**config.mk**
```make
export PLATFORM = sky130hd
export DESIGN_NAME = fifo_wr_arbiter
export DESIGN_NICKNAME = d
export VERILOG_FILES = /design/src/rtl/fifo_arb_pkg.sv /design/src/rtl/fifo_wr_arbiter_rr_pick.sv /design/src/rtl/fifo_wr_arbiter.sv
export SDC_FILE = /design/constraint.sdc
export NUM_CORES = 1
export LEC_CHECK = 0
export BUFFER_PORTS_ARGS = -buffer_cell sky130_fd_sc_hd__buf_2
export CORE_MARGIN = 5
export CORE_UTILIZATION = 42
export CTS_CLUSTER_SIZE = 40
export DETAILED_ROUTE_END_ITERATION = 6
export PLACE_DENSITY = 0.79
export SLEW_MARGIN = 20
export SYNTH_ARGS = -nofsm -noshare
export SYNTH_HDL_FRONTEND = slang
export SYNTH_SLANG_ARGS = --single-unit
```
**constraint.sdc**
```tcl
create_clock -name clk -period 2.34 [get_ports clk]
set_input_delay 0 -clock clk [delete_from_list [all_inputs] [get_ports clk]]
set_output_delay 0 -clock clk [all_outputs]
set_load 0.005 [all_outputs]
```
**src/rtl/fifo_arb_pkg.sv**
```systemverilog
// fifo_arb_pkg
// Shared types and helpers for the FIFO write-port arbiter.
//   arb_state_e : arbiter FSM states (IDLE, LOCKED)
//   STAT_W      : width of each per-requester beat counter
//   mod_inc     : increment modulo n, used to advance the round-robin pointer
package fifo_arb_pkg;

  typedef enum logic {
    IDLE   = 1'b0,
    LOCKED = 1'b1
  } arb_state_e;

  localparam int STAT_W = 16;

  function automatic int unsigned mod_inc(input int unsigned v, input int unsigned n);
    return (v + 1 >= n) ? 0 : v + 1;
  endfunction

endpackage

```
**src/rtl/fifo_wr_arbiter_rr_pick.sv**
```systemverilog
// rr_pick
// Purely combinational rotating priority encoder. Searches i_req starting at
// index i_ptr, moving upward and wrapping modulo NUM_REQ, and returns the
// first set bit.
//   i_req [NUM_REQ]  request vector
//   i_ptr [IDX_W]    index holding highest priority
//   o_idx [IDX_W]    winning index (0 when o_any is low)
//   o_any            at least one request present
module rr_pick #(
  parameter  int NUM_REQ = 4,
  localparam int IDX_W   = $clog2(NUM_REQ)
) (
  input  logic [NUM_REQ-1:0] i_req,
  input  logic [IDX_W-1:0]   i_ptr,
  output logic [IDX_W-1:0]   o_idx,
  output logic               o_any
);

  always_comb begin
    logic [IDX_W-1:0] v_cand;
    v_cand = '0;
    o_idx  = '0;
    o_any  = |i_req;
    // Walk from the lowest priority offset down to offset 0 so the
    // closest requester to i_ptr is the last one written and wins.
    for (int k = NUM_REQ - 1; k >= 0; k--) begin
      v_cand = IDX_W'((int'(i_ptr) + k) % NUM_REQ);
      if (i_req[v_cand]) o_idx = v_cand;
    end
  end

endmodule

```
**src/rtl/fifo_wr_arbiter.sv**
```systemverilog
// fifo_wr_arbiter
// Round-robin, packet-locking arbiter sharing the single write port of a
// FIFO between NUM_REQ producers. A winner keeps the port until it delivers
// a beat with req_last. Grants are combinational (zero-cycle latency) and
// are withheld entirely while fifo_full is high.
//
// Ports
//   clk, rst        clock, synchronous active-high reset
//   req_valid[N]    per-requester beat valid
//   req_last[N]     per-requester last beat of packet (qualified by valid)
//   req_data[N*W]   packed beats, requester i at [i*DATA_W +: DATA_W]
//   req_ready[N]    one-hot-or-zero accept
//   fifo_full       FIFO full flag (registered inside the FIFO)
//   fifo_wr         FIFO write strobe
//   fifo_din[W]     FIFO write data, 0 when fifo_wr is low
//   owner           current / last granted requester index
//   locked          FSM state: high while a multi-beat packet is open
//
// Optional feature, enabled by defining FIFO_WR_ARB_STATS_EN:
//   stat_clr        clear all beat counters (wins over a same-cycle increment)
//   stat_cnt[N*16]  per-requester saturating counts of accepted beats
module fifo_wr_arbiter
  import fifo_arb_pkg::*;
#(
  parameter int NUM_REQ = 4,
  parameter int DATA_W  = 8
) (
  input  logic                        clk,
  input  logic                        rst,
  input  logic [NUM_REQ-1:0]          req_valid,
  input  logic [NUM_REQ-1:0]          req_last,
  input  logic [NUM_REQ*DATA_W-1:0]   req_data,
  output logic [NUM_REQ-1:0]          req_ready,
  input  logic                        fifo_full,
  output logic                        fifo_wr,
  output logic [DATA_W-1:0]           fifo_din,
  output logic [$clog2(NUM_REQ)-1:0]  owner,
  output logic                        locked
`ifdef FIFO_WR_ARB_STATS_EN
  ,
  input  logic                        stat_clr,
  output logic [NUM_REQ*STAT_W-1:0]   stat_cnt
`endif
);

  localparam int IDX_W = $clog2(NUM_REQ);

  arb_state_e       r_state;
  arb_state_e       w_state_nxt;
  logic [IDX_W-1:0] r_rr_ptr;
  logic [IDX_W-1:0] r_owner;
  logic [IDX_W-1:0] w_pick_idx;
  logic             w_pick_any;
  logic [IDX_W-1:0] w_sel;

  rr_pick #(.NUM_REQ(NUM_REQ)) u_rr_pick (
    .i_req (req_valid),
    .i_ptr (r_rr_ptr),
    .o_idx (w_pick_idx),
    .o_any (w_pick_any)
  );

  // Handshake: a beat from requester i moves on the posedge where
  // req_valid[i] & req_ready[i] is high; that same edge is the FIFO's write.
  // fifo_wr is therefore exactly "a beat was accepted this cycle".
  always_comb begin
    req_ready   = '0;
    fifo_wr     = 1'b0;
    fifo_din    = '0;
    w_state_nxt = r_state;
    w_sel       = (r_state == LOCKED) ? r_owner : w_pick_idx;
    if (!rst && !fifo_full) begin
      case (r_state)
        IDLE: begin
          if (w_pick_any) begin
            req_ready[w_pick_idx] = 1'b1;
            fifo_wr               = 1'b1;
            if (!req_last[w_pick_idx]) w_state_nxt = LOCKED;
          end
        end
        LOCKED: begin
          // The owner is offered ready even before it presents a beat.
          req_ready[r_owner] = 1'b1;
          if (req_valid[r_owner]) begin
            fifo_wr = 1'b1;
            if (req_last[r_owner]) w_state_nxt = IDLE;
          end
        end
        default: w_state_nxt = IDLE;
      endcase
    end
    if (fifo_wr) fifo_din = req_data[w_sel*DATA_W +: DATA_W];
  end

  always_ff @(posedge clk) begin
    if (rst) r_state <= IDLE;
    else     r_state <= w_state_nxt;
  end

  // Pointer only advances when a packet completes, so the finishing
  // requester becomes lowest priority for the next arbitration.
  always_ff @(posedge clk) begin
    if (rst) begin
      r_rr_ptr <= '0;
      r_owner  <= '0;
    end else if (fifo_wr) begin
      r_owner <= w_sel;
      if (req_last[w_sel]) r_rr_ptr <= IDX_W'(mod_inc(32'(w_sel), NUM_REQ));
    end
  end

  assign owner  = r_owner;
  assign locked = (r_state == LOCKED);

`ifdef FIFO_WR_ARB_STATS_EN
  logic [STAT_W-1:0] r_stat_cnt [NUM_REQ];

  for (genvar gi = 0; gi < NUM_REQ; gi++) begin : g_stat
    always_ff @(posedge clk) begin
      if (rst || stat_clr)
        r_stat_cnt[gi] <= '0;
      else if (req_valid[gi] && req_ready[gi] && (r_stat_cnt[gi] != {STAT_W{1'b1}}))
        r_stat_cnt[gi] <= r_stat_cnt[gi] + 1'b1;
    end
    assign stat_cnt[gi*STAT_W +: STAT_W] = r_stat_cnt[gi];
  end
`endif

endmodule

```
# == Word level (Yosys, flattened, before mapping) ==
# Cells that the tools add are included.
# Widths: inputs -> output; s select.
# op_classes
n_addsub,4
order_cmp,10
shift,1
mux,39
bitwise,1
reduce_logical,7
# op_table
operator,count
$shiftx 32x6->8,1
$lt 2x3->1 const B,7
$mux 1,17
$bmux 1 s2,8
$mux 2,6
$mux 4,2
$mux 8,1
$pmux 4 s2,1
$add 2x2->2 const B,2
$demux 1 s2,2
$ge 2x1->1 const B,2
$pmux 1 s2,2
$reduce_or 4->1,1
$add 2x1->3 const B,1
$ge 3x3->1 const B,1
$logic_and 1x1->1,3
$add 2x1->2 const B,1
$logic_not 1->1,2
$reduce_and 2->1,1
$not 1->1,1
# totals
regBits,5
input_bits,43
output_inout_bits,16
word_cells,65

# == Longest topological paths before layout ==
# depth
word_depth,14
mapped_depth,9
mapped_depth_nobuf,7

# == Modules after synthesis ==
# Synthesis repeated with hierarchy kept, for this count alone.
# unflattened
cells_unflattened,80
hier_area_um2,820.8
# by_module_without_submodules
module,n_inst,cells_each,area_each_um2,seq_area_each_um2
fifo_wr_arbiter,1,67,743.2,100.1
rr_pick,1,13,77.6,0.0

# == Worst setup path after synthesis ==
# Ideal clock, no wire load.
# synth_timing
path_type,reg-to-reg
start,reg r_owner[0] (netlist: owner[0])
end,reg r_rr_ptr[0]
setup_time_ns,0.121
arrival_time_ns,1.811
slack_ns,0.407
path_stages_with_launch,10
n_path_buf,2
synth_period_minus_slack_ns,1.933
path_cell_list,dfxtp_1 > buf_6 > mux4_2 > nand2_1 > a21o_1 > buf_6 > inv_2 > nand2_1 > o22ai_2 > mux2_4
# synth_via
elab_chain_cells,6
word_cells_on_any_way,12
cone_classes,add/sub: 1; order compare: 1; mux: 9; reduce/logical: 1
# synth_lines
item,line,rtl
"start, declared",fifo_wr_arbiter.sv:51,logic [IDX_W-1:0] r_owner;
"start signal, assigned",fifo_wr_arbiter.sv:107,r_owner <= w_sel;
$bmux 1 s2,fifo_wr_arbiter.sv:84,if (req_valid[r_owner]) begin
$mux 1 (not written as such),fifo_wr_arbiter.sv:84,
$mux 1,fifo_wr_arbiter.sv:84,
$pmux 1 s2,fifo_wr_arbiter.sv:73,case (r_state)
$mux 1,fifo_wr_arbiter.sv:72,if (!rst && !fifo_full) begin
named net fifo_wr,fifo_wr_arbiter.sv:35,"output logic fifo_wr,"
$reduce_and 2->1 (no line),-,
"end signal, assigned",fifo_wr_arbiter.sv:108,"if (req_last[w_sel]) r_rr_ptr <= IDX_W'(mod_inc(32'(w_sel), NUM_REQ));"
"end, declared",fifo_wr_arbiter.sv:50,logic [IDX_W-1:0] r_rr_ptr;
# The timed path passes the listed nets, and every way through them passes these cells. The select of a mux whose other input is x is not followed.
# A chain may end at the register's enable or synchronous reset.

# == Final worst setup path ==
# layout_timing
start,reg r_rr_ptr[1]
end,out fifo_din[4]
# layout_via
elab_chain_cells,10
word_cells_on_any_way,18
cone_classes,add/sub: 3; shift: 1; mux: 14
# layout_lines
item,line,rtl
$add 2x2->2,fifo_wr_arbiter_rr_pick.sv:27,v_cand = IDX_W'((int'(i_ptr) + k) % NUM_REQ);
$bmux 1 s2,fifo_wr_arbiter_rr_pick.sv:28,if (i_req[v_cand]) o_idx = v_cand;
$mux 1 (not written as such),fifo_wr_arbiter_rr_pick.sv:28,
$mux 2 (3 in series),fifo_wr_arbiter_rr_pick.sv:28,
$mux 2 *,fifo_wr_arbiter_rr_pick.sv:28,
$mux 2 *,fifo_wr_arbiter.sv:71,w_sel = (r_state == LOCKED) ? r_owner : w_pick_idx;
$shiftx 32x6->8 *,fifo_wr_arbiter.sv:92,if (fifo_wr) fifo_din = req_data[w_sel*DATA_W +: DATA_W];
$mux 8 *,fifo_wr_arbiter.sv:92,
"end, declared",fifo_wr_arbiter.sv:36,"output logic [DATA_W-1:0] fifo_din,"
# Mark *: on every way between the ends. The rest lies on a longest branch, timed or not. The select of a mux whose other input is x is not followed.

==> results.toml <==
[worst_setup_path]
r2r-end = "r_rr_ptr[0]"
crit_family = "compound AO/OA/AOI/OAI gates"
path_buf_inv = 2
rr_startpoint = "r_rr_ptr[1]"
r2r_slack_ns = 0.41
endpoint_kind = "primary output"
critPathArrivalTime_ns = 2.15
rr_worst_depth = 6
cp_max_fo = 17
path_cells = "nand2_1, a221oi_4, o31ai_4, buf_4, mux2_1, nor2_1, a211oi_1, buf_2"
cp_slowest_cell = "dfxtp_1"
crit_type = "flip-flop to primary output"
slowest_delay_ns = 0.43
required_ns = 2.34
startpoint_type = "flip-flop"

[global_routing]
antenna_found_initial = 0
grt_pass1_wl_um = 4660
grt_usage = 0.180
overflow = 0
first_global_vias = 1092
grt_max_degree = 18

[clocking]
numCtsBuffers = 3
cts_tree = "done"
ctsHoldBuffers = 0
htreeDepth = 1
clk_path_buf_depth = 2
root_buffer = "clkbuf_4"
cts_sinks = 5
insertion_delay_ns = 0.26
clk_pin_slew_ns = 0.04

[routing]
num_vias = 1063
ant_nets = 0
route.detailed.drc = 0
routed_wirelength_um = 2880
first_iter_violations = 20
viasPerCell = 5.42
first_pass_iters = 4
wl_per_cell_um = 14.7

[sta]
report.final.slew_viol_count = 0
rsz0062_at_grt = "no"
setup_viol = 0
fin_ws_ns = 0.187
relSlewSlack = 0.629
tightest_slew_ns = 0.551
skew_ns = 0.00797
fmax_ghz = 0.465
finalHoldViolCount = 0
fin_crit_sh = 0.920
min_period_ns = 2.15
setup-tns-final_ns = 0

[yosys]
ys_ff_latch = 5
yosys.area.top_type = "mux2i_1"
syn_area_per_cell_sq_um = 8.26
synth_top_area_share = 0.143
syn_area_sq_um = 908
synth_most_common_cell = "nor2_1"
synthTopCellsByCount = "nor2_1 (17), mux2i_1 (13), nand2_1 (8), a211oi_1 (7), a21oi_1 (7)"
yosys_warnings = 0
ys_types = 37
postSynth.asyncResetShare = 0
postSynthCellCount = 110
synth-edff-count = 0
synth_seq_area_share = 0.110
synthTopCellsByArea = "mux2i_1 (14%), dfxtp_1 (11%), mux2_1 (7.4%), nor2_1 (7.0%), a211oi_1 (5.8%)"
synth_flop_cell = "dfxtp_1"
syn_nets = 153

[min_path]
min_to = "owner[0]"
hold_path_depth = 2
worstHoldStart = "rst"
hp-class = "input pin to flip-flop"

[placement]
pre_cts_ws_ns = 0.353
io_buffers = 58
dp_hpwl_um = 2400
gp_congestion = 0.944

[power]
power.switching_uw = 198
sw_frac_of_total = 0.398
intPower_uw = 299
power_density_mw_per_mm2 = 400
seqPwrFrac = 0.211
power_frac_clock = 0.217
p_leak_nw = 0.604
comb_power_share = 0.572
worst_ir_drop_vdd_v = 0.000211

[floorplan]
die_w_um = 56.5
core_region_area_sq_mm = 0.00200
io_pins = 59
die_area_sq_mm = 0.00319
die_y_um = 56.5
initial_core_util = 0.454
num_rows = 16

[final_layout]
nFillCells = 179
antenna_cells = 0
area_growth_pct = 36.8
layout.nets = 213
drive_gt1_frac = 0.491

[outcome]
status = "complete, no violations"

[job]
maxCapViolCount = 0
[routing by layer]
metal / part of all wire / global-route usage / vias to the layer above
met5: 0 / 0 / -
met4: 0.018 / 0.0746 / 0
met3: 0.11 / 0.0573 / 6
met2: 0.50 / 0.320 / 56
met1: 0.38 / 0.194 / 482
li1: - / - / 519
[worst reg2reg max path: cells and delay by family (launching register included)]
family	cells	cell delay, ns
DFF	1	0.43
AOI/OAI and AO/OA	3	0.65
and+or+nand+nor	2	0.43
muxes	1	0.32
[worst max path at each step]
stage | to | slack (ns) | depth (start not counted) | startpoint
2_1_floorplan | r_rr_ptr[0] | 0.41 | 9 | owner[0]
3_3_place_gp | r_rr_ptr[0] | 0.42 | 6 | r_rr_ptr[1]
3_5_place_dp | r_rr_ptr[0] | 0.35 | 6 | r_rr_ptr[1]
4_1_cts | fifo_din[7] | 0.12 | 8 | r_rr_ptr[1]
5_1_grt | fifo_din[7] | 0.02 | 8 | r_rr_ptr[1]
6_report | fifo_din[4] | 0.19 | 8 | r_rr_ptr[1]
[power by group through the flow]
stage	registers (mW)	clock network [mW]	logic, mW
global route	0.106	0.113	0.311
CTS	0.104	0.108	0.282
detailed placement	0.106	0	0.281
floorplan	0.0995	0	0.203
global placement	0.105	0	0.272
finish	0.105	0.108	0.284
[final cells by class]
type,instances,area [sq um],area share
tap,27,33.8,0.0272
timing repair buffer,63,328,0.264
clock buffer,4,26.3,0.0211
sequential,5,100,0.0806
multi-input combinational,90,728,0.586
inverter,7,26.3,0.0211
[placed cells by master, fill, tap and decap left out, types with 2 or more instances in the layout]
cell type	n
buf_2	58
nor2_1	17
mux2i_1	13
nand2_1	8
a21oi_1	7
a211oi_1	7
inv_1	6
mux2_1	6
dfxtp_1	5
buf_4	5
or2_2	3
mux2_4	3
clkbuf_4	3
mux4_2	2
nor2b_1	2
nand2b_1	2
nor3_1	2
a211oi_2	2
[timing repair]
| item | CTS | global route |
|---|---|---|
| endpoints found under the setup margin | 0 | 3 |
| buffers inserted | 0 | 0 |
| gates resized for setup | 0 | 1 |
[state kept, by name (all words and copies together), names as in the netlist]
| signal | cells |
|---|---|
| locked | 1 |
| owner | 2 |
| r_rr_ptr | 2 |
[stage by stage]
stage | util | cell area [sq um] | hold WS (ns) | power (mW) | std cells
5_1_grt | 0.621 | 1240 | 0.0421 | 0.530 | 196
3_5_place_dp | 0.602 | 1200 | 0.285 | 0.387 | 192
3_3_place_gp | 0.602 | 1200 | 0.281 | 0.377 | 192
2_1_floorplan | - | 908 | 0.0691 | 0.303 | 110
6_report | 0.621 | 1240 | 0.0310 | 0.496 | 196
4_1_cts | 0.615 | 1230 | 0.0218 | 0.494 | 196
[logic make-up after synthesis]
| group | synth area share |
|---|---|
| XOR/XNOR | 0.00964 |
| flip-flops | 0.110 |
| AO/OA/AOI/OAI | 0.266 |
| buffers and inverters | 0.101 |
| multiplexers | 0.329 |
| AND/OR/NAND/NOR | 0.185 |
No activity file was read; power rests on OpenSTA's default activity.
